## src/rtl/ps2_host_tx.sv

```systemverilog
// Host-to-device PS/2 command transmitter driving open-drain clock/data pull-low enables.
// Optional macro PS2_TX_RETRY_EN: a first NACK re-sends the same byte once before reporting an error.
//
// state   | meaning
// IDLE    | lines released, waiting for tx_valid
// INHIBIT | clock held low for INHIBIT_CYCLES
// REQ     | start bit driven, clock released, waiting for first device fall
// SEND    | 8 data bits, parity, stop shifted out on falls
// ACK     | sample device acknowledge on the next fall
// WAIT_HI | wait for both lines idle before reporting done
module ps2_host_tx #(
    parameter int INHIBIT_CYCLES = 5000,
    parameter int TIMEOUT_CYCLES = 750000,
    parameter int CNT_W          = 20
) (
    input  logic       clk,
    input  logic       rst,
    input  logic [7:0] tx_data,
    input  logic       tx_valid,
    output logic       tx_ready,
    output logic       busy,
    output logic       tx_done,
    output logic       tx_error,
    output logic [1:0] err_code,
    input  logic       ps2_clk_in,
    input  logic       ps2_data_in,
    output logic       ps2_clk_oe,
    output logic       ps2_data_oe
);

    typedef enum logic [2:0] {S_IDLE, S_INHIBIT, S_REQ, S_SEND, S_ACK, S_WAIT_HI} state_t;

    localparam logic [CNT_W-1:0] INHIBIT_LAST = CNT_W'(INHIBIT_CYCLES - 1);
    localparam logic [CNT_W-1:0] TIMEOUT_LAST = CNT_W'(TIMEOUT_CYCLES - 1);

    state_t           state_q, state_d;
    logic [CNT_W-1:0] cnt_q, cnt_d;
    logic [3:0]       bitcnt_q, bitcnt_d;
    logic [7:0]       shreg_q, shreg_d;
    logic             par_q, par_d;
    logic             clk_meta_q, clk_sync_q, clk_prev_q;
    logic             data_meta_q, data_sync_q;
    logic             clk_oe_q, clk_oe_d, data_oe_q, data_oe_d;
    logic             done_q, done_d, error_q, error_d;
    logic [1:0]       err_code_q, err_code_d;
    logic             retry_go;
`ifdef PS2_TX_RETRY_EN
    logic             retry_q, retry_d;
`endif

    logic fall, cnt_run, hi_ok, tmo, inh_done, accept;

    assign fall     = clk_prev_q & ~clk_sync_q;
    assign cnt_run  = (state_q == S_REQ) || (state_q == S_SEND) ||
                      (state_q == S_ACK) || (state_q == S_WAIT_HI);
    assign hi_ok    = (state_q == S_WAIT_HI) && clk_sync_q && data_sync_q;
    // Fires on the edge where the counter would reach TIMEOUT_CYCLES; a fall always wins.
    assign tmo      = cnt_run && !fall && !hi_ok && (cnt_q == TIMEOUT_LAST);
    assign inh_done = (state_q == S_INHIBIT) && (cnt_q == INHIBIT_LAST);
    assign tx_ready = (state_q == S_IDLE) && !done_q && !error_q;
    assign busy     = (state_q != S_IDLE);
    assign accept   = tx_valid && tx_ready;

`ifdef PS2_TX_RETRY_EN
    assign retry_go = !retry_q;
`else
    assign retry_go = 1'b0;
`endif

    always_ff @(posedge clk) begin
        if (rst) begin
            state_q     <= S_IDLE;
            cnt_q       <= '0;
            bitcnt_q    <= '0;
            shreg_q     <= '0;
            par_q       <= 1'b0;
            clk_meta_q  <= 1'b1;
            clk_sync_q  <= 1'b1;
            clk_prev_q  <= 1'b1;
            data_meta_q <= 1'b1;
            data_sync_q <= 1'b1;
            clk_oe_q    <= 1'b0;
            data_oe_q   <= 1'b0;
            done_q      <= 1'b0;
            error_q     <= 1'b0;
            err_code_q  <= 2'b00;
`ifdef PS2_TX_RETRY_EN
            retry_q     <= 1'b0;
`endif
        end else begin
            state_q     <= state_d;
            cnt_q       <= cnt_d;
            bitcnt_q    <= bitcnt_d;
            shreg_q     <= shreg_d;
            par_q       <= par_d;
            clk_meta_q  <= ps2_clk_in;
            clk_sync_q  <= clk_meta_q;
            clk_prev_q  <= clk_sync_q;
            data_meta_q <= ps2_data_in;
            data_sync_q <= data_meta_q;
            clk_oe_q    <= clk_oe_d;
            data_oe_q   <= data_oe_d;
            done_q      <= done_d;
            error_q     <= error_d;
            err_code_q  <= err_code_d;
`ifdef PS2_TX_RETRY_EN
            retry_q     <= retry_d;
`endif
        end
    end

    always_comb begin
        state_d  = state_q;
        cnt_d    = cnt_q;
        bitcnt_d = bitcnt_q;
        shreg_d  = shreg_q;
        par_d    = par_q;
`ifdef PS2_TX_RETRY_EN
        retry_d  = retry_q;
`endif
        if (cnt_run || state_q == S_INHIBIT) cnt_d = cnt_q + CNT_W'(1);
        case (state_q)
            S_IDLE: if (accept) begin
                shreg_d = tx_data;
                par_d   = ~^tx_data;
                cnt_d   = '0;
                state_d = S_INHIBIT;
            end
            S_INHIBIT: if (inh_done) begin
                cnt_d   = '0;
                state_d = S_REQ;
            end
            S_REQ: if (fall) begin
                cnt_d    = '0;
                bitcnt_d = 4'd0;
                state_d  = S_SEND;
            end
            S_SEND: if (fall) begin
                cnt_d    = '0;
                bitcnt_d = bitcnt_q + 4'd1;
                if (bitcnt_q == 4'd9) state_d = S_ACK;
            end
            S_ACK: if (fall) begin
                cnt_d = '0;
                if (!data_sync_q) state_d = S_WAIT_HI;
                else if (retry_go) begin
                    state_d = S_INHIBIT;
`ifdef PS2_TX_RETRY_EN
                    retry_d = 1'b1;
`endif
                end else state_d = S_IDLE;
            end
            S_WAIT_HI: if (hi_ok) state_d = S_IDLE;
            default: state_d = S_IDLE;
        endcase
        if (tmo) state_d = S_IDLE;
`ifdef PS2_TX_RETRY_EN
        if (state_d == S_IDLE) retry_d = 1'b0;
`endif
    end

    always_comb begin
        clk_oe_d   = clk_oe_q;
        data_oe_d  = data_oe_q;
        done_d     = 1'b0;
        error_d    = 1'b0;
        err_code_d = err_code_q;
        case (state_q)
            S_IDLE: begin
                clk_oe_d  = accept;
                data_oe_d = 1'b0;
            end
            S_INHIBIT: if (inh_done) begin
                clk_oe_d  = 1'b0;
                data_oe_d = 1'b1;
            end
            S_SEND: if (fall) begin
                if (bitcnt_q < 4'd8)       data_oe_d = ~shreg_q[bitcnt_q[2:0]];
                else if (bitcnt_q == 4'd8) data_oe_d = ~par_q;
                else                       data_oe_d = 1'b0;
            end
            S_ACK: if (fall && data_sync_q) begin
                data_oe_d = 1'b0;
                if (retry_go) clk_oe_d = 1'b1;
                else begin
                    clk_oe_d   = 1'b0;
                    error_d    = 1'b1;
                    err_code_d = 2'b01;
                end
            end
            S_WAIT_HI: if (hi_ok) done_d = 1'b1;
            default: ;
        endcase
        if (tmo) begin
            clk_oe_d   = 1'b0;
            data_oe_d  = 1'b0;
            error_d    = 1'b1;
            err_code_d = 2'b10;
        end
    end

    assign tx_done     = done_q;
    assign tx_error    = error_q;
    assign err_code    = err_code_q;
    assign ps2_clk_oe  = clk_oe_q;
    assign ps2_data_oe = data_oe_q;

endmodule

```

## config.mk

```make
export PLATFORM = sky130hd
export DESIGN_NAME = ps2_host_tx
export DESIGN_NICKNAME = d
export VERILOG_FILES = /design/src/rtl/ps2_host_tx.sv
export SDC_FILE = /design/constraint.sdc
export NUM_CORES = 1
export LEC_CHECK = 0
export BUFFER_PORTS_ARGS = -buffer_cell sky130_fd_sc_hd__buf_2
export CAP_MARGIN = 20
export CORE_MARGIN = 2
export CORE_UTILIZATION = 50
export CTS_CLUSTER_DIAMETER = 60
export DETAILED_ROUTE_END_ITERATION = 7
export PLACE_DENSITY = 0.7
export SYNTH_ARGS = -nofsm -noshare
export SYNTH_HDL_FRONTEND = slang
export SYNTH_SLANG_ARGS = --single-unit
```

## constraint.sdc

```tcl
create_clock -name clk -period 2.42 [get_ports clk]
set_input_delay 0.121 -clock clk [delete_from_list [all_inputs] [get_ports clk]]
set_output_delay 0.121 -clock clk [all_outputs]
set_load 0.01 [all_outputs]
```

==> impl_summary.txt <==
----------------------------------------------------
[STA]
  Period minus WS final ... 1.93 ns
  Final worst setup slack ... 0.492 ns
  Final count of negative-setup-slack endpoints ... 0
  Worst Tran Pin Value ... 0.468 ns
  Fin crit share ... 79.7%
  Relative slew margins ... 68.7%
  Maximum clock frequency ... 519 MHz
  Worst Skew ... 0.00570 ns
  Number of pins with negative max-slew slack in the final report ... 0
  Setup repair after global routing missed its margin ... false
  Number of hold violations in the final report ... 0
  TNS Setup ... 0 ns
  Worst hold margin ... 0.00619 ns

[Yosys]
  Post-Syn Area per Cell ... 8.41 sq um
  Synthesis Warnings ... 0
  Number of enable flip-flop cells after synthesis ... 0
  Register bit count reported by yosys ... 47
  Mapped Nets ... 294
  Simple-gate share of the synthesized area ... 29.9%
  Dominant combinational cell family by area after synthesis ... simple AND/OR/NAND/NOR gates
  Synthesized area ... 2330 sq um
  Fraction of synthesized cell area in xor and xnor cells ... 9.40%
  Fraction of the mapped netlist area in adder cells ... 2.15%
  Cell count after synthesis ... 277
  Share of synthesized registers carrying an async set or reset ... 0%
  Dominant register cell in the synthesized netlist ... sky130_fd_sc_hd__dfxtp_1
  Synthesized-area fraction occupied by ao, oa, aoi and oai cells ... 11.4%
  Synth cell types ... 44
  Multiplexer area fraction after synthesis ... 2.79%
  Seq/Total Area, Yosys ... 40.4%

[Floorplanning]
  Vertical die dimension ... 72.2 um
  Initial standard-cell utilization of the core ... 52.7%
  Floorplan die width ... 72.2 um
  Core Region ... 4410 sq um
  Top Ports ... 21
  Rows ... 24
  Die Outline Area ... 5220 sq um

[Power]
  Power, Total ... 1.95 mW
  Power share of the sequential group ... 47.6%
  Sw frac ... 35.2%
  Peak VDD IR ... 0.000375 V
  Share of total power in the clock network ... 22.4%
  Psw ... 0.686 mW
  Power per Cell Area ... 761 nW/um^2
  Logic gate share of total power ... 30.0%
  Internal Dissipation ... 1.26 mW
  Lkg Pwr ... 0.886 nW

[Min path]
  Path type of the worst min-delay path ... in2reg

[Setup path]
  Setup slack of the most critical reg-to-reg path ... 0.49 ns
  Maximum fanout along the worst path ... 13
  CP endpoint kind ... register
  Launch point of the worst reg-to-reg path ... state_q[1]
  R2R depth ... 5
  Required time worst endpoint ... 2.59 ns
  Startpoint type of the worst setup path ... register
  Arrival time reported for the critical path endpoint ... 2.10 ns
  Capture point of the critical path ... ps2_clk_oe
  Endpoint of the lowest-slack register-to-register path ... ps2_clk_oe
  Launching instance or port of the critical path ... state_q[1]
  Path type of the worst setup path ... reg2reg

[Finish]
  Final-layout fill cell count ... 394
  Footprint of the flip-flops and latches ... 941 sq um
  Commonest non-fill, non-tap cells in the layout ... sky130_fd_sc_hd__dfxtp_1 (47), sky130_fd_sc_hd__nor2_1 (27), sky130_fd_sc_hd__nand2_1 (26)
  Area overhead of the layout relative to synthesis ... 9.99%
  Fraction of layout instances using a drive strength above 1 ... 14.4%
  Number of nets at the end of the flow ... 317
  Most common cell after layout, fill and taps aside ... sky130_fd_sc_hd__dfxtp_1
  Post-route insts no fill ... 351
  Total area of multi-input combinational cells ... 1300 sq um
  Total inserted antenna cells ... 0

[Clocking]
  Inserted Clock Buffers ... 5
  Number of setup buffers added after CTS ... 0
  Maximum buffer depth of the clock tree ... 2
  Quantity of hold-fixing buffers added after cts ... 1
  Clock transition at the registers of the reported paths ... 0.08 ns
  Number of levels in the clock H-tree ... 2
  CTS tree ... done
  Insertion delay of the later-clocked pin in the worst-skew pair ... 0.30 ns
  Count of cells resized by post-cts repair ... 0
  Clk sink count ... 47
  Cell at the root of the clock tree ... sky130_fd_sc_hd__clkbuf_8

[Routing]
  Wire length per cell ... 14.2 um
  Number of search-and-repair iterations in the first detailed-routing pass ... 5
  Remaining antenna violation count after routing ... 0
  Via density ... 5.82
  Total routed wirelength ... 4.98 mm
  Routed via count ... 2044
  Iteration-0 DRC Markers ... 234
  Drc violations ... 0

[Placement]
  Total instance count after detailed placement ... 344
  Placer's final routability congestion estimate ... 0.886
  Number of port buffers ... 20
  Half-perimeter wire length after placement ... 3.51 mm
  Pre-CTS setup slack ... 0.523 ns

[Global routing]
  Maximum number of pins on one net before global-route repair ... 22
  Number of global-route vias before repair ... 1952
  Total global routing overflow ... 0
  Initial antenna violation count ... 0
  Global-route wire length before repair ... 9.06 mm
  Aggregate global-route resource usage ... 22.0%

[Outcome]
  Run status ... complete, no violations

[Run]
  MaxCap Viol Count ... 0

----------------------------------------------------
[layout make-up]
class	count	area share, %
timing repair buffer	26	5.76
sequential	47	36.7
multi-input combinational	210	50.7
inverter	10	1.47
tap	52	2.54
clock buffer	6	2.83
[how the worst min path moves through the flow]
stage	from	to	depth (start not counted)
3_3_place_gp	ps2_data_in	data_meta_q	2
3_5_place_dp	ps2_data_in	data_meta_q	2
4_1_cts	ps2_clk_in	clk_meta_q	2
5_1_grt	ps2_clk_in	clk_meta_q	2
2_1_floorplan	ps2_clk_in	clk_meta_q	1
6_report	ps2_clk_in	clk_meta_q	2
[kinds of logic (layout without fill, tap and decap cells)]
| logic type | after synthesis | after routing |
|---|---|---|
| fa+ha+maj | 4 | 4 |
| flops | 47 | 47 |
| compound gates | 44 | 44 |
| mux | 4 | 4 |
| xor+xnor | 25 | 25 |
| buf+inv | 20 | 42 |
| simple gates | 133 | 133 |
[registers in the layout (all words and copies together), names as in the netlist, 2 cells and up]
| register | cells |
|---|---|
| cnt_q | 20 |
| err_code | 2 |
| shreg_q | 8 |
| bitcnt_q | 4 |
| state_q | 3 |
[power by group through the flow]
stage               sequential, mW  combinational (mW)  clock, mW
finish                       0.928               0.584      0.438
global route                 0.942               0.659      0.486
CTS                          0.926               0.587      0.454
detailed placement           0.943               0.584          0
global placement             0.939               0.583          0
floorplan                    0.901               0.451          0
[through the flow]
step	area [sq um]	util (%)
after global routing	2560	58.0
after floorplan	2330	-
after detailed placement	2480	56.2
after CTS	2560	58.0
after global placement	2480	56.2
final	2560	58.0
[Yosys cell counts (2+ instances only)]
| library cell | count | area share [%] |
|---|---|---|
| sky130_fd_sc_hd__nor3_1 | 16 | 3.4 |
| sky130_fd_sc_hd__a21oi_1 | 21 | 4.5 |
| sky130_fd_sc_hd__nor3b_1 | 3 | 0.97 |
| sky130_fd_sc_hd__nor2b_1 | 5 | 1.3 |
| sky130_fd_sc_hd__inv_1 | 10 | 1.6 |
| sky130_fd_sc_hd__buf_2 | 3 | 0.64 |
| sky130_fd_sc_hd__and2_1 | 5 | 1.3 |
| sky130_fd_sc_hd__mux2i_1 | 2 | 0.86 |
| sky130_fd_sc_hd__nand4_1 | 5 | 1.3 |
| sky130_fd_sc_hd__nand2_1 | 26 | 4.2 |
| sky130_fd_sc_hd__o21ai_0 | 12 | 2.6 |
| sky130_fd_sc_hd__a22oi_1 | 2 | 0.64 |
| sky130_fd_sc_hd__ha_1 | 4 | 2.1 |
| sky130_fd_sc_hd__mux4_2 | 2 | 1.9 |
| sky130_fd_sc_hd__a21boi_0 | 2 | 0.64 |
| sky130_fd_sc_hd__nand3_1 | 20 | 4.3 |
| sky130_fd_sc_hd__or3b_2 | 3 | 1.1 |
| sky130_fd_sc_hd__nor4_1 | 6 | 1.6 |
| sky130_fd_sc_hd__nor2_1 | 27 | 4.4 |
| sky130_fd_sc_hd__or2_2 | 4 | 1.1 |
| sky130_fd_sc_hd__and3_1 | 3 | 0.81 |
| sky130_fd_sc_hd__xnor2_1 | 24 | 9.0 |
| sky130_fd_sc_hd__clkbuf_1 | 5 | 0.81 |
| sky130_fd_sc_hd__dfxtp_1 | 47 | 40 |
[metal layers]
metal | wire [um] | vias up | GRT usage (%)
met5 | 0 | - | 0
met4 | 68 | 0 | 6.29
met3 | 255 | 7 | 5.28
met2 | 2120 | 57 | 32.1
met1 | 2530 | 965 | 32.5
li1 | - | 1015 | -
[critical path, stage by stage, from the launching register on]
cell and delay [ns]:
sky130_fd_sc_hd__dfxtp_1 0.58, sky130_fd_sc_hd__nor2b_1 0.36, sky130_fd_sc_hd__o21ai_0 0.15, sky130_fd_sc_hd__or4_4 0.53, sky130_fd_sc_hd__nand2_4 0.13, sky130_fd_sc_hd__a21oi_1 0.05
(Power assumes the default switching activity.)
